### src/rtl/ddr_traffic_gen.sv
// Write/read-back traffic generator for a MIG-style UI port: writes NUM_BURSTS
// patterned bursts, idles, reads them back and counts data mismatches.
module ddr_traffic_gen #(
  parameter int DATA_W      = 512,
  parameter int ADDR_W      = 28,
  parameter int NUM_BURSTS  = 256,
  parameter int ADDR_STRIDE = 8,
  parameter int WAIT_CYC    = 20,
  parameter int PATTERN     = 0
) (
  input  logic                ui_clk,
  input  logic                sys_rst,
  input  logic                init_calib_complete,
  input  logic                start,
  input  logic                loop_en,
  input  logic [31:0]         seed,
  output logic [ADDR_W-1:0]   app_addr,
  output logic [2:0]          app_cmd,
  output logic                app_en,
  input  logic                app_rdy,
  output logic [DATA_W-1:0]   app_wdf_data,
  output logic [DATA_W/8-1:0] app_wdf_mask,
  output logic                app_wdf_wren,
  output logic                app_wdf_end,
  input  logic                app_wdf_rdy,
  input  logic [DATA_W-1:0]   app_rd_data,
  input  logic                app_rd_data_valid,
  output logic                app_sr_req,
  output logic                app_ref_req,
  output logic                app_zq_req,
  output logic                busy,
  output logic                done,
  output logic                pass,
  output logic [15:0]         err_cnt,
  output logic [15:0]         first_err_idx,
  output logic [31:0]         pass_cnt
);
  localparam int CW = $clog2(NUM_BURSTS + 1);
  localparam int WW = $clog2(WAIT_CYC + 2);
  localparam logic [CW-1:0] LAST = CW'(NUM_BURSTS);

  typedef enum logic [2:0] {IDLE, WRITE, WAIT, READ, DRAIN, CHECK} state_t;

  state_t            state_q, state_d;
  logic [CW-1:0]     c_q, c_d, d_q, d_d, r_q, r_d, c_nx, d_nx;
  logic [WW-1:0]     wait_q, wait_d;
  logic [ADDR_W-1:0] addr_q, addr_d;
  logic [2:0]        cmd_q, cmd_d;
  logic              en_q, en_d, wren_q, wren_d, pass_q, pass_d;
  logic [31:0]       seed_q, seed_d, pass_cnt_q, pass_cnt_d;
  logic [15:0]       err_q, err_d, ferr_q, ferr_d;
  logic              cmd_acc, beat_acc, rd_hit, launch, enter_read;

  function automatic logic [DATA_W-1:0] pattern(input logic [31:0] v);
    logic [DATA_W-1:0] p;
    p = '0;
    for (int i = 0; i < DATA_W / 32; i++)
      p[i*32 +: 32] = (PATTERN == 1 && (i % 2) == 1) ? ~v : v;
    return p;
  endfunction

  always_comb begin
    // NOTE: every variable gets a default first so no path leaves it unassigned (no latches).
    state_d    = state_q;
    c_d        = c_q;
    d_d        = d_q;
    r_d        = r_q;
    wait_d     = wait_q;
    addr_d     = addr_q;
    cmd_d      = cmd_q;
    en_d       = en_q;
    wren_d     = wren_q;
    seed_d     = seed_q;
    err_d      = err_q;
    ferr_d     = ferr_q;
    pass_d     = pass_q;
    pass_cnt_d = pass_cnt_q;
    launch     = 1'b0;
    enter_read = 1'b0;

    cmd_acc  = en_q & app_rdy;
    beat_acc = wren_q & app_wdf_rdy;
    c_nx     = c_q + CW'(cmd_acc);
    d_nx     = d_q + CW'(beat_acc);
    if (cmd_acc) addr_d = addr_q + ADDR_W'(ADDR_STRIDE);

    rd_hit = (state_q == READ || state_q == DRAIN) && app_rd_data_valid && (r_q != LAST);
    if (rd_hit) begin
      r_d = r_q + CW'(1);
      if (app_rd_data != pattern(seed_q + 32'(r_q))) begin
        if (err_q != 16'hFFFF) err_d = err_q + 16'd1;
        if (err_q == 16'd0)    ferr_d = 16'(r_q);
      end
    end

    case (state_q)
      IDLE: begin
        launch = start && init_calib_complete;
        if (launch) seed_d = seed;
      end
      WRITE: begin
        c_d    = c_nx;
        d_d    = d_nx;
        wren_d = (d_nx != LAST);
        // A new command is only offered while write data trails it by at most two.
        en_d   = (c_nx != LAST) && (32'(c_nx) <= 32'(d_nx) + 32'd2);
        if (c_q == LAST && d_q == LAST) begin
          if (WAIT_CYC == 0) begin
            enter_read = 1'b1;
          end else begin
            state_d = WAIT;
            wait_d  = '0;
          end
        end
      end
      WAIT: begin
        if (wait_q == WW'(WAIT_CYC - 1)) enter_read = 1'b1;
        else                             wait_d = wait_q + WW'(1);
      end
      READ: begin
        c_d  = c_nx;
        en_d = (c_nx != LAST);
        if (c_nx == LAST) state_d = DRAIN;
      end
      DRAIN: begin
        if (r_q == LAST) state_d = CHECK;
      end
      CHECK: begin
        pass_d     = (err_q == 16'd0);
        pass_cnt_d = pass_cnt_q + 32'd1;
        launch     = loop_en;
        if (!loop_en) state_d = IDLE;
      end
      default: state_d = IDLE;
    endcase

    if (enter_read) begin
      state_d = READ;
      c_d     = '0;
      addr_d  = '0;
      cmd_d   = 3'b001;
      en_d    = 1'b0;
    end

    if (launch) begin
      state_d = WRITE;
      c_d     = '0;
      d_d     = '0;
      r_d     = '0;
      addr_d  = '0;
      cmd_d   = 3'b000;
      en_d    = 1'b0;
      wren_d  = 1'b0;
      err_d   = '0;
      ferr_d  = '0;
    end

    // Losing calibration aborts the pass without reporting a result.
    if (state_q != IDLE && !init_calib_complete) begin
      state_d    = IDLE;
      en_d       = 1'b0;
      wren_d     = 1'b0;
      pass_d     = 1'b0;
      pass_cnt_d = pass_cnt_q;
    end
  end

  // NOTE: sequential state uses non-blocking assignments so all registers update together.
  always_ff @(posedge ui_clk or posedge sys_rst) begin
    if (sys_rst) begin
      state_q    <= IDLE;
      c_q        <= '0;
      d_q        <= '0;
      r_q        <= '0;
      wait_q     <= '0;
      addr_q     <= '0;
      cmd_q      <= 3'b000;
      en_q       <= 1'b0;
      wren_q     <= 1'b0;
      seed_q     <= '0;
      err_q      <= '0;
      ferr_q     <= '0;
      pass_q     <= 1'b0;
      pass_cnt_q <= '0;
    end else begin
      state_q    <= state_d;
      c_q        <= c_d;
      d_q        <= d_d;
      r_q        <= r_d;
      wait_q     <= wait_d;
      addr_q     <= addr_d;
      cmd_q      <= cmd_d;
      en_q       <= en_d;
      wren_q     <= wren_d;
      seed_q     <= seed_d;
      err_q      <= err_d;
      ferr_q     <= ferr_d;
      pass_q     <= pass_d;
      pass_cnt_q <= pass_cnt_d;
    end
  end

  assign app_addr      = addr_q;
  assign app_cmd       = cmd_q;
  assign app_en        = en_q;
  assign app_wdf_wren  = wren_q;
  assign app_wdf_end   = wren_q;
  assign app_wdf_data  = wren_q ? pattern(seed_q + 32'(d_q)) : '0;
  assign app_wdf_mask  = '0;
  assign app_sr_req    = 1'b0;
  assign app_ref_req   = 1'b0;
  assign app_zq_req    = 1'b0;
  assign busy          = (state_q != IDLE);
  assign done          = (state_q == CHECK) && init_calib_complete;
  assign pass          = pass_q;
  assign err_cnt       = err_q;
  assign first_err_idx = ferr_q;
  assign pass_cnt      = pass_cnt_q;
endmodule
### config.mk
export PLATFORM = sky130hd
export DESIGN_NAME = ddr_traffic_gen
export DESIGN_NICKNAME = d
export VERILOG_FILES = /design/src/rtl/ddr_traffic_gen.sv
export SDC_FILE = /design/constraint.sdc
export NUM_CORES = 1
export LEC_CHECK = 0
export CAP_MARGIN = 20
export CORE_AREA = 2 2 478 480
export CTS_BUF_LIST = sky130_fd_sc_hd__clkbuf_8
export DETAILED_ROUTE_END_ITERATION = 10
export DIE_AREA = 0 0 480 482
export PLACE_DENSITY_LB_ADDON = 0.08
export SLEW_MARGIN = 15
export SYNTH_ARGS = -nofsm -noshare
export SYNTH_HDL_FRONTEND = slang
export SYNTH_SLANG_ARGS = --single-unit
### constraint.sdc
create_clock -name ui_clk -period 4.8 [get_ports ui_clk]
set_clock_uncertainty 0.05 [all_clocks]
set_input_delay 0.72 -clock ui_clk [delete_from_list [all_inputs] [get_ports ui_clk]]
set_output_delay 0.72 -clock ui_clk [all_outputs]
set_load 0.02 [all_outputs]
==> flow_metrics.env <==
export IMPL_outcome="complete, but fails checks"
export IMPL_violations="negative setup slack"
export IMPL_place_gp_congestion=0.902
export IMPL_rsz0062_at_grt="true"
export IMPL_routed_via_density=3.69
export IMPL_nets=4487
export IMPL_hold_path_end="pass_cnt[31]"
export IMPL_synth_distinct_cells=99
export IMPL_post_place_ws_ps=-748
export IMPL_die_x_um=480
export IMPL_grtUsageTotal_pct=15.2
export IMPL_worst_pin_slew_ps=953
export IMPL_die_height_um=482
export IMPL_clock_sinks=153
export IMPL_reg2regPathDepth=20
export IMPL_ioPinCount=1232
export IMPL_hold_violations=0
export IMPL_clkLatencyLatePin_ps=580
export IMPL_slew_headroom_pct=36.4
export IMPL_r2r_start="r_q[0]"
export IMPL_worst_setup_path_end_kind="register"
export IMPL_first_pass_iters=6
export IMPL_cts_root_buf="clkbuf_8"
export IMPL_fin_crit_ps=4930
export IMPL_routed_wl_um=187000
export IMPL_max_cap_violations=0
export IMPL_critPathLaunchType="register"
export IMPL_holdWs_ps=437
export IMPL_worstPathArrival_ps=5330
export IMPL_synthFlopType="dfrtp_1"
export IMPL_synth_cells=2758
export IMPL_hpwlAfterDp_um=162000
export IMPL_grt_pass1_wl_um=238000
export IMPL_postRouteAntennaNets=0
export IMPL_critPathMaxFanout=6
export IMPL_cellPowerDensity_nw_per_um2=425
export IMPL_start_util_pct=9.17
export IMPL_grt_max_degree=81
export IMPL_holdPathStages=1
export IMPL_finalMaxSlewViolations=0
export IMPL_synthToLayoutAreaGrowth_pct=81.4
export IMPL_wire_per_inst_um=26.9
export IMPL_cts_tree="yes"
export IMPL_initialDrtViolationCount=1561
export IMPL_place_port_buffers=1152
export IMPL_rows=175
export IMPL_drive_gt1_share_pct=28.1
export IMPL_r2r_end="err_cnt[4]"
export IMPL_setup_viol=19
export IMPL_fp_dieArea_um2=231000
export IMPL_r2r_slack_ps=-130
export IMPL_drc=0
export IMPL_ys_warn_count=0
export IMPL_vdd_drop_max_uv=223
export IMPL_cts_hold_buf=0
export IMPL_synthArstFlopShare_pct=100
export IMPL_layout_setup_ws_ps=-128
export IMPL_yosysTopAreaCell="buf_4"
export IMPL_hold_path_class="reg -> reg"
export IMPL_final_util_pct=16.6
export IMPL_grt_pass1_vias=25217
export IMPL_cts_buffers=17
export IMPL_synth_seq_cells=153
export IMPL_clock_path_buffers=2
export IMPL_gr_total_overflow=0
export IMPL_synthTopCellsByArea="buf_4 20%, dfrtp_1 18%, nand2_1 4.3%, xnor2_1 3.5%, nor2_1 3.3%"
export IMPL_yosysSeqAreaShare_pct=18.4
export IMPL_clkTransAtPathRegs_ps=110
export IMPL_cp_required_ps=5210
export IMPL_vias=25555
export IMPL_synth_area_um2=20800
export IMPL_cts_htree_levels=4
export IMPL_antenna_found_initial=87
export IMPL_synth_edf_count=0
export IMPL_synth_top_area_share_pct=20.3
export IMPL_max_freq_mhz=203
export IMPL_coreArea_um2=226000
export IMPL_p_leak_nw=14.9
export IMPL_final_period_utilization_pct=103
export IMPL_syn_avg_cell_area_um2=7.53
export IMPL_hp_start="pass_cnt[31]"
export IMPL_criticalPathCategory="reg -> reg"
-- where the power goes --
group | switching, mW | total [mW] | internal (mW) | leakage (nW)
Clock | 0.645 | 1.18 | 0.531 | 0.208
Combinational | 7.55 | 13.0 | 5.47 | 12.7
Sequential | 0.333 | 1.83 | 1.50 | 2.06
Total | 8.52 | 16.0 | 7.50 | 14.9
-- layout by cell type (no fill, tap or decap), types with 61 or more instances in the layout --
cell type / netlist / final
a21oi_1: 84 / 71
buf_4: 561 / 514
buf_6: 2 / 86
clkbuf_2: 1 / 87
clkdlybuf4s50_1: 0 / 752
conb_1: 1 / 79
dfrtp_1: 153 / 152
dlygate4sd2_1: 0 / 75
inv_1: 61 / 61
nand2_1: 240 / 235
nand3_1: 119 / 119
nand4_1: 108 / 108
nor2_1: 183 / 178
nor3_1: 88 / 81
nor4_1: 96 / 84
o21ai_0: 102 / 94
xnor2_1: 82 / 75
-- synthesized netlist by cell type, drive strengths merged (49+ instances only) --
cell type	count
inv	61
dfrtp	153
o21ai	119
and3	51
nand3	119
nor3	89
buf	581
nand2	240
xnor2	83
xor2	58
clkbuf	71
nor2	183
nor4	97
mux2i	49
or3	53
and2	50
nand4	110
a21oi	87
-- final cells by class --
cell class / count / area [um2]
clock buffers: 18 / 248
clock inverters: 13 / 169
flip-flops and latches: 153 / 3830
diodes: 14 / 35.0
repair buffers: 1691 / 16000
multi-input cells: 1968 / 13400
inverters: 63 / 240
fillers: 25845 / 189000
well taps: 3009 / 3760
-- state kept, by name (all words and copies together) (netlist names) --
register / count
app_en: 1
app_wdf_end: 1
pass: 1
app_addr: 25
state_q: 3
first_err_idx: 9
d_q: 9
err_cnt: 16
c_q: 9
app_cmd: 1
pass_cnt: 32
r_q: 9
wait_q: 5
seed_q: 32
-- worst max-delay path by stage --
stage	cells after the start	slack [ps]	start	end
2_1_floorplan	13	30	d_q[1]	app_wdf_data[121]
3_3_place_gp	19	-1070	r_q[0]	err_cnt[15]
3_5_place_dp	20	-750	r_q[7]	err_cnt[1]
4_1_cts	24	-190	seed_q[0]	err_cnt[15]
5_1_grt	21	-250	seed_q[0]	err_cnt[4]
6_report	20	-130	r_q[0]	err_cnt[4]
-- worst max-delay path: stages (launching register included) --
cell	delay, ps
dfrtp_1	380
ha_2	190
inv_2	40
fa_2	350
nand2b_4	180
a2111oi_4	310
buf_6	180
buf_4	110
o21ai_2	150
xnor2_2	190
buf_12	150
a211o_4	330
a221oi_2	290
nand4_1	180
or4_4	540
nor3_4	450
buf_12	160
and3_4	220
buf_12	130
buf_16	130
o41ai_2	60
-- metrics by stage --
stage	power (mW)	TNS (ps)	area [um2]	cells
final	16.0	-1540	37700	6929
after global routing	16.9	-16560	37700	6921
after CTS	15.5	-4670	36500	6874
after detailed placement	14.6	-17590	35800	6813
after global placement	14.7	-16890	35800	6812
after floorplan	8.74	0	21100	2836
-- timing repair --
item | 4_1_cts | 5_1_grt
endpoints found under the setup margin | 410 | 350
buffers inserted | 23 | 39
resized for setup | 1112 | 741
pin swaps | 50 | 49
gates cloned | 7 | 7
-- logic make-up after synthesis --
family,share of synthesized area [%]
and+or+nand+nor,28.3
buffers and inverters,23.2
AOI/OAI and AO/OA,17.4
DFF,18.4
xor gates and xnor gates,6.23
muxes,3.82
adders and majority gates,2.54
other,0.0181
-- metal layers --
| metal | track usage (%) | vias to the layer above | part of all wire (%) |
|---|---|---|---|
| met5 | 0 | - | 0.12 |
| met4 | 2.39 | 36 | 1.6 |
| met3 | 3.67 | 169 | 6.7 |
| met2 | 26.2 | 1082 | 48 |
| met1 | 19.3 | 12476 | 43 |
| li1 | - | 11792 | - |
No activity file was read; power rests on OpenSTA's default activity.
==> variant, RTL diff (same flow settings) <==
Change the parameter `WAIT_CYC` from 20 to 10.
--- a/src/rtl/ddr_traffic_gen.sv
+++ b/src/rtl/ddr_traffic_gen.sv
@@ -5,7 +5,7 @@
   parameter int ADDR_W      = 28,
   parameter int NUM_BURSTS  = 256,
   parameter int ADDR_STRIDE = 8,
-  parameter int WAIT_CYC    = 20,
+  parameter int WAIT_CYC    = 10,
   parameter int PATTERN     = 0
 ) (
   input  logic                ui_clk,
Check against the original RTL: same outputs for any inputs over 4 cycles, from zero or initial values and one cycle with sys_rst high; that may be too few to reach the edited logic, so the function may still have changed.
==> variant against the original RTL <==
Wire length down 8.0%; cell area down 7.0%; combinational power up 5%; critical endpoint is now err_cnt[9]; via count down 7.0%; sequential cell count down 1; area after synthesis down 2.8%; power up 2.6%; final cell count down 3.2%; setup slack worse by 53 ps; the flow still finishes with violations (negative setup slack).
==> variant: results (changes against the original RTL) <==
stage,metric,value,unit,change
run_status,status,"finished, violations left",,
run_status,failing checks,negative setup slack,,
grt,met3 global-route usage,3.64,%,-0.031 points
finish,# fillers,25900,,+0.28%
placed_design,routability cong.,0.824,,-8.6%
grt,antenna violations before repair,89,,+2.3%
route,Wirelength per Cell,25.6,microns,-4.9%
sta,fin worst setup slack,-181,ps,-52.5 ps
clock_tree,"Setup Fix Bufs, Post-CTS",18,,-22%
synth,sequential share of the synthesized area,18.8,%,+0.40 points
route,drt initial violations,1302,,-17%
route,ratio of routed vias to standard cells,3.55,,-3.8%
grt,GR Layer Usage met2,24.4,%,-1.8 points
pwr,Design Power,16.4,mW,+2.6%
grt,met1 Use GR,17.5,%,-1.8 points
synth,synth top area cells,"buf_4 (21%), dfrtp_1 (19%), nand2_1 (3.8%)",,
placed_design,Post-DP Area,34600,sq um,-3.3%
pwr,Comb pwr share,82.5,%,+1.3 points
critical_path,crit-path max cell delay,650,ps,+110 ps
sta,Worst Tran Pin Value,937,ps,-16.5 ps
placed_design,HPWL after DPL,149,mm,-8.1%
sta,final setup fails,25,,+6
finish,share of layout cells above drive strength 1,25.4,%,-2.7 points
placed_design,dpl ws,-1280,ps,-534 ps
grt,first-pass GRT wire length,221,mm,-7.0%
route,first-pass iteration count of the detailed router,5,,-1
synth,syn avg cell area,7.59,sq um,+0.76%
finish,Syn-to-layout area delta,73.5,%,
grt,pin count of the biggest net entering global routing,103,,+27%
clock_tree,Worst-Skew Late Latency,600,ps,+20 ps
pwr,Max IR drop VDD,0.357,mV,+60%
synth,Unique masters post-synth,98,,-1.0%
grt,vias in the first global route,23600,,-6.3%
finish,Nets,4259,,-5.1%
clock_tree,post-cts gate resize count,1033,,-7.1%
pwr,NetSw,9.15,mW,+7.3%
critical_path,WP data arrival,5410,ps,+80 ps
placed_design,cell total after placement,6628,,-2.7%
==> variant: changes by cell type after synthesis, moves of 14 or more <==
cell     change
or3_1       -17
and2_1      -19
nor3_1      +14
nand2_1     -38
nor4_1      -15
nand3_1     -15
==> variant: stage by stage <==
stage / utilization, % / TNS (ps)
detailed placement: 15.3 / -32460
finish: 15.5 / -2850
global route: 15.5 / -6570
floorplan: - / 0
CTS: 15.6 / -4090
global placement: 15.3 / -33120
==> variant: path summary, 6_finish.rpt <==
check	slack, ps	startpoint	cells past startpoint	to
worst max-delay path	-180	seed_q[0]	18	err_cnt[9]
worst min-delay path	440	pass_cnt[31]	1	pass_cnt[31]
worst max register to register	-180	seed_q[0]	18	err_cnt[9]
worst min register to register	440	pass_cnt[31]	1	pass_cnt[31]
max in group asynchronous	3440	sys_rst	3	r_q[8]
min in group asynchronous	580	sys_rst	3	pass_cnt[16]
==> variant: logic make-up after synthesis <==
family                   Yosys count  share of synthesized area (%)
multiplexers                      68                           3.62
other                              1                         0.0186
flip-flops                       152                           18.8
AND/OR/NAND/NOR                 1049                           27.5
adder cells (fa/ha/maj)           42                           2.68
buffers and inverters            722                           24.2
AO/OA/AOI/OAI                    485                           16.8
XOR/XNOR                         142                           6.38
==> variant: layout make-up <==
cell class                      instances  share of cell area, %
Multi-Input combinational cell       1866                   36.2
Clock inverter                         15                  0.486
Antenna cell                           18                  0.129
Tap cell                             3009                   10.7
Inverter                               69                  0.750
Timing Repair Buffer                 1559                   40.1
Sequential cell                       152                   10.9
Clock buffer                           17                  0.668
==> variant: routing by layer <==
metal | wire (microns) | share of wire (%)
met1 | 72600 | 42
met2 | 84100 | 49
met4 | 3040 | 1.8
met3 | 11600 | 6.8
met5 | 249 | 0.15
